### src/rtl/keypad_code_lock.sv
// Keypad code lock: debounces the priority-encoder key code, turns each clean
// press into one digit event, collects DIGITS digits and checks them against a secret.
module keypad_code_lock #(
  parameter int DIGITS         = 4,
  parameter int DEBOUNCE       = 4,
  parameter int UNLOCK_CYCLES  = 8,
  parameter int MAX_TRIES      = 3,
  parameter int LOCKOUT_CYCLES = 16
) (
  input  logic                  clk,
  input  logic                  rst_n,
  input  logic [3:0]            code,
  input  logic [4*DIGITS-1:0]   secret,
  output logic                  digit_valid,
  output logic [3:0]            digit,
  output logic [3:0]            count,
  output logic                  unlocked,
  output logic                  error,
  output logic                  locked_out
);

  localparam int EW = 4 * DIGITS;
  localparam int SW = $clog2(DEBOUNCE + 1);
  localparam int UW = (UNLOCK_CYCLES > 1) ? $clog2(UNLOCK_CYCLES) : 1;
  localparam int LW = (LOCKOUT_CYCLES > 1) ? $clog2(LOCKOUT_CYCLES) : 1;
  localparam int TW = (UW > LW) ? UW : LW;
  localparam int FW = $clog2(MAX_TRIES + 1);

  localparam logic [SW-1:0] DB_MAX = SW'(DEBOUNCE);
  localparam logic [TW-1:0] U_LAST = TW'(UNLOCK_CYCLES - 1);
  localparam logic [TW-1:0] L_LAST = TW'(LOCKOUT_CYCLES - 1);
  localparam logic [FW-1:0] F_MAX  = FW'(MAX_TRIES);
  localparam logic [3:0]    DIG_N  = 4'(DIGITS);

  typedef enum logic [2:0] {
    S_IDLE, S_ENTRY, S_CHECK, S_OPEN, S_FAIL, S_LOCKOUT
  } state_t;

  state_t          state_q;
  logic [3:0]      sample;
  logic [3:0]      prev_q;
  logic [SW-1:0]   stable_q, stable_d;
  logic            armed_q;
  logic            accept;
  logic [EW-1:0]   entry_q;
  logic [TW-1:0]   timer_q;
  logic [FW-1:0]   fail_q, fail_d;
  logic [3:0]      count_d;

  always_comb begin
    sample = (code >= 4'd1 && code <= 4'd9) ? code : 4'd0;
    if (sample != prev_q)        stable_d = SW'(1);
    else if (stable_q == DB_MAX) stable_d = stable_q;
    else                         stable_d = stable_q + SW'(1);
    accept  = (stable_d == DB_MAX) && (sample != 4'd0) && armed_q;
    count_d = (state_q == S_IDLE) ? 4'd1 : count + 4'd1;
    fail_d  = (fail_q == F_MAX) ? fail_q : fail_q + FW'(1);
  end

  always_ff @(posedge clk or negedge rst_n) begin
    if (!rst_n) begin
      state_q     <= S_IDLE;
      prev_q      <= 4'd0;
      stable_q    <= '0;
      armed_q     <= 1'b1;
      entry_q     <= '0;
      timer_q     <= '0;
      fail_q      <= '0;
      digit_valid <= 1'b0;
      digit       <= 4'd0;
      count       <= 4'd0;
      unlocked    <= 1'b0;
      error       <= 1'b0;
      locked_out  <= 1'b0;
    end else begin
      prev_q      <= sample;
      stable_q    <= stable_d;
      digit_valid <= 1'b0;
      error       <= 1'b0;
      // Any accepted press disarms, even when the FSM is busy and discards it.
      if (accept)
        armed_q <= 1'b0;
      else if (stable_d == DB_MAX && sample == 4'd0)
        armed_q <= 1'b1;

      case (state_q)
        S_IDLE, S_ENTRY: begin
          if (accept) begin
            digit       <= sample;
            digit_valid <= 1'b1;
            entry_q     <= (entry_q << 4) | EW'(sample);
            count       <= count_d;
            state_q     <= (count_d == DIG_N) ? S_CHECK : S_ENTRY;
          end
        end
        S_CHECK: begin
          if (entry_q == secret) begin
            fail_q   <= '0;
            timer_q  <= '0;
            unlocked <= 1'b1;
            state_q  <= S_OPEN;
          end else begin
            error   <= 1'b1;
            state_q <= S_FAIL;
          end
        end
        S_OPEN: begin
          if (timer_q == U_LAST) begin
            unlocked <= 1'b0;
            count    <= 4'd0;
            state_q  <= S_IDLE;
          end else begin
            timer_q <= timer_q + TW'(1);
          end
        end
        S_FAIL: begin
          fail_q <= fail_d;
          if (fail_d == F_MAX) begin
            timer_q    <= '0;
            locked_out <= 1'b1;
            state_q    <= S_LOCKOUT;
          end else begin
            count   <= 4'd0;
            state_q <= S_IDLE;
          end
        end
        S_LOCKOUT: begin
          if (timer_q == L_LAST) begin
            locked_out <= 1'b0;
            fail_q     <= '0;
            count      <= 4'd0;
            state_q    <= S_IDLE;
          end else begin
            timer_q <= timer_q + TW'(1);
          end
        end
        default: state_q <= S_IDLE;
      endcase
    end
  end

endmodule

### config.mk
export PLATFORM = sky130hd
export DESIGN_NAME = keypad_code_lock
export DESIGN_NICKNAME = d
export VERILOG_FILES = /design/src/rtl/keypad_code_lock.sv
export SDC_FILE = /design/constraint.sdc
export NUM_CORES = 1
export LEC_CHECK = 0
export BUFFER_PORTS_ARGS = -buffer_cell sky130_fd_sc_hd__buf_2
export CAP_MARGIN = 10
export CORE_ASPECT_RATIO = 2
export CORE_UTILIZATION = 35
export DETAILED_ROUTE_END_ITERATION = 16
export HOLD_SLACK_MARGIN = 0.05
export PLACE_DENSITY = 0.6
export SYNTH_ARGS = -nofsm -noshare
export SYNTH_HDL_FRONTEND = slang
export SYNTH_SLANG_ARGS = --single-unit
export TNS_END_PERCENT = 30
### constraint.sdc
create_clock -name clk -period 3.1 [get_ports clk]
set_input_delay 0.465 -clock clk [delete_from_list [all_inputs] [get_ports clk]]
set_output_delay 0.465 -clock clk [all_outputs]
set_load 0.03 [all_outputs]
==> flow_summary.toml <==
[status]
outcome = "complete, no violations"

[cells_and_area]
fin_cells = 337
drive_gt1_frac = 0.245
final_cell_area_sq_mm = 0.00274
syn_to_final_growth_pct = 15.7
final_util = 0.417
nets = 277
n_antenna_cell = 0

[synth]
yosys_register_bits = 41
yosysSeqAreaShare = 0.434
synth_largest_area_cell = "dfrtp_1"
synth_top_area_frac = 0.423
synth_nets = 244
synth_area_per_cell_sq_um = 10.9
ys_dominant_reg_cell = "dfrtp_1"
syn_inst = 216
synth_edf_count = 0
synth-async-reset-ratio = 1.00
yosysWarningCount = 0
synth.distinct_cells = 57
synth_area_sq_mm = 0.00236
yosys-top-cells-area = "dfrtp_1 (42%), xor2_1 (6.3%), mux2_1 (5.2%)"

[power_and_ir_drop]
p_leak_nw = 1.33
powerDensity_mw_per_mm2 = 438
ir_drop_uv = 199

[routing]
drcViolationCount = 0
dr.pass1.iters = 4
drt-total-wl_microns = 4890
wire_per_inst_microns = 14.5
num_vias = 1726
top_layer = "met4"
wl_met2_microns = 2720
drt_iter0_markers = 55
viasPerCell = 5.12
wl_met1_microns = 1880
ant_nets = 0
wl_met3_microns = 144

[sta]
finalHoldViolations = 0
max_freq_mhz = 401
fin_skew_ps = 5.40
holdWs_ps = 325
finalCritPeriodShare = 0.804
tightest_slew_ps = 935
slew-limit-headroom = 0.377
fin_setup_tns_ps = 0
period_minus_slack_ps = 2490
drv_slew = 0
rsz0062_at_grt = "false"
finalSetupViolations = 0

[clocking]
numCtsBuffers = 5
cts_root_buf = "clkbuf_16"
holdBufCountCts = 0
path_clk_slew_ps = 60
clock_latency_ps = 290
cts_resized = 0
cts_tree = "built"
h-tree-depth = 2
post-cts-setup-buffer-count = 0
cts.sink_count = 41
clock_path_buffers = 2

[placement]
post_dp_cell_area_sq_mm = 0.00259
gp_congestion = 0.809
dpl.hpwl_microns = 3610
port_buffers = 33
dp.cells = 330

[hold_path]
min_path_type = "in2async"

[setup_path]
worstPathArrival_ps = 2710
worstPathMaxFanout = 8
crit_required_ps = 3310
crit_type = "reg2reg"
endpoint_kind = "register"
worst_setup_path_start_kind = "register"

[floorplanning]
boundaryPins = 34
initial_core_util = 0.360
die_height_microns = 118
die_area_sq_mm = 0.00711
coreArea_sq_mm = 0.00657
fp.dieW_microns = 60.1
rows = 42

[global_routing]
antenna_found_initial = 0
grt_max_degree = 42
groute.usage.overall = 0.155
grt.overflow.total = 0
grt_pass1_wl_microns = 8140
grt_pass1_vias = 1742

[run]
drv_cap = 0
routing by layer:
metal | GRT usage | up-vias
met5 | 0 | -
met3 | 0.0295 | 9
met4 | 0.0814 | 0
met2 | 0.277 | 37
li1 | - | 839
met1 | 0.158 | 841
where the power goes:
| part | leakage (nW) | switching, mW | total, mW | internal, mW |
|---|---|---|---|---|
| registers | 0.534 | 0.0166 | 0.570 | 0.553 |
| logic | 0.722 | 0.0620 | 0.108 | 0.0462 |
| clock network | 0.0700 | 0.205 | 0.521 | 0.316 |
stage by stage:
stage,total power [mW],setup WS (ps)
floorplan,0.645,737
global placement,0.686,655
detailed placement,0.689,599
CTS,1.22,587
global route,1.25,481
finish,1.20,608
synthesized netlist by cell type, types with 3 or more instances:
cell type / count
a21o_1: 3
a21oi_1: 4
and2_1: 5
and3_1: 3
buf_4: 5
dfrtp_1: 40
ha_1: 6
inv_1: 9
mux2_1: 11
mux2_2: 8
nand2_1: 13
nand2b_1: 8
nand3_1: 7
nor2_1: 10
nor2b_1: 3
nor4_1: 4
o21ai_0: 11
o31ai_1: 3
xnor2_1: 4
xor2_1: 17
cells in the final DEF, fill, tap and decap left out, types with 6 or more instances in the layout:
cell type,n
buf_2,33
dfrtp_1,40
ha_1,6
inv_1,9
mux2_1,11
mux2_2,8
nand2_1,13
nand2b_1,8
nand3_1,7
nor2_1,10
o21ai_0,11
xor2_1,17
sequential cells by signal (all words and copies together), names as in the netlist:
signal / count
count: 4
unlocked: 1
stable_q: 3
state_q: 3
timer_q: 4
prev_q: 4
locked_out: 1
fail_q: 2
digit: 3
digit_valid: 1
entry_q: 13
error: 1
armed_q: 1
worst max-delay path: stages, from the launching register on:
cell	delay [ps]
dfrtp_1	460
inv_1	80
ha_1	240
or3b_4	390
a311oi_4	360
a21o_4	180
o211ai_4	100
or4_4	540
o211ai_2	70
cell type report:
class	instances	area [sq um]
fill	649	3830
multi-input combinational	157	1240
sequential	41	1030
timing repair buffer	35	180
clock buffer	7	143
tap	88	110
inverter	9	33.8
logic make-up after synthesis:
group,count (synthesis),synth area share
xor+xnor,21,0.0778
simple gates,67,0.165
mux,20,0.0947
compound gates,43,0.156
buf+inv,18,0.0402
fa+ha+maj,6,0.0317
flops,41,0.434
final timing paths:
check | start | endpoint | slack [ps] | cells after the start
worst min register to register | unlocked | unlocked | 470 | 1
worst min-delay path | rst_n | digit_valid | 330 | 1
min in group clk | unlocked | unlocked | 470 | 1
worst max register to register | stable_q[0] | count[3] | 610 | 8
max in group asynchronous | rst_n | stable_q[2] | 2190 | 1
worst max-delay path | stable_q[0] | count[3] | 610 | 8
Power figures use the tool's default switching activity.
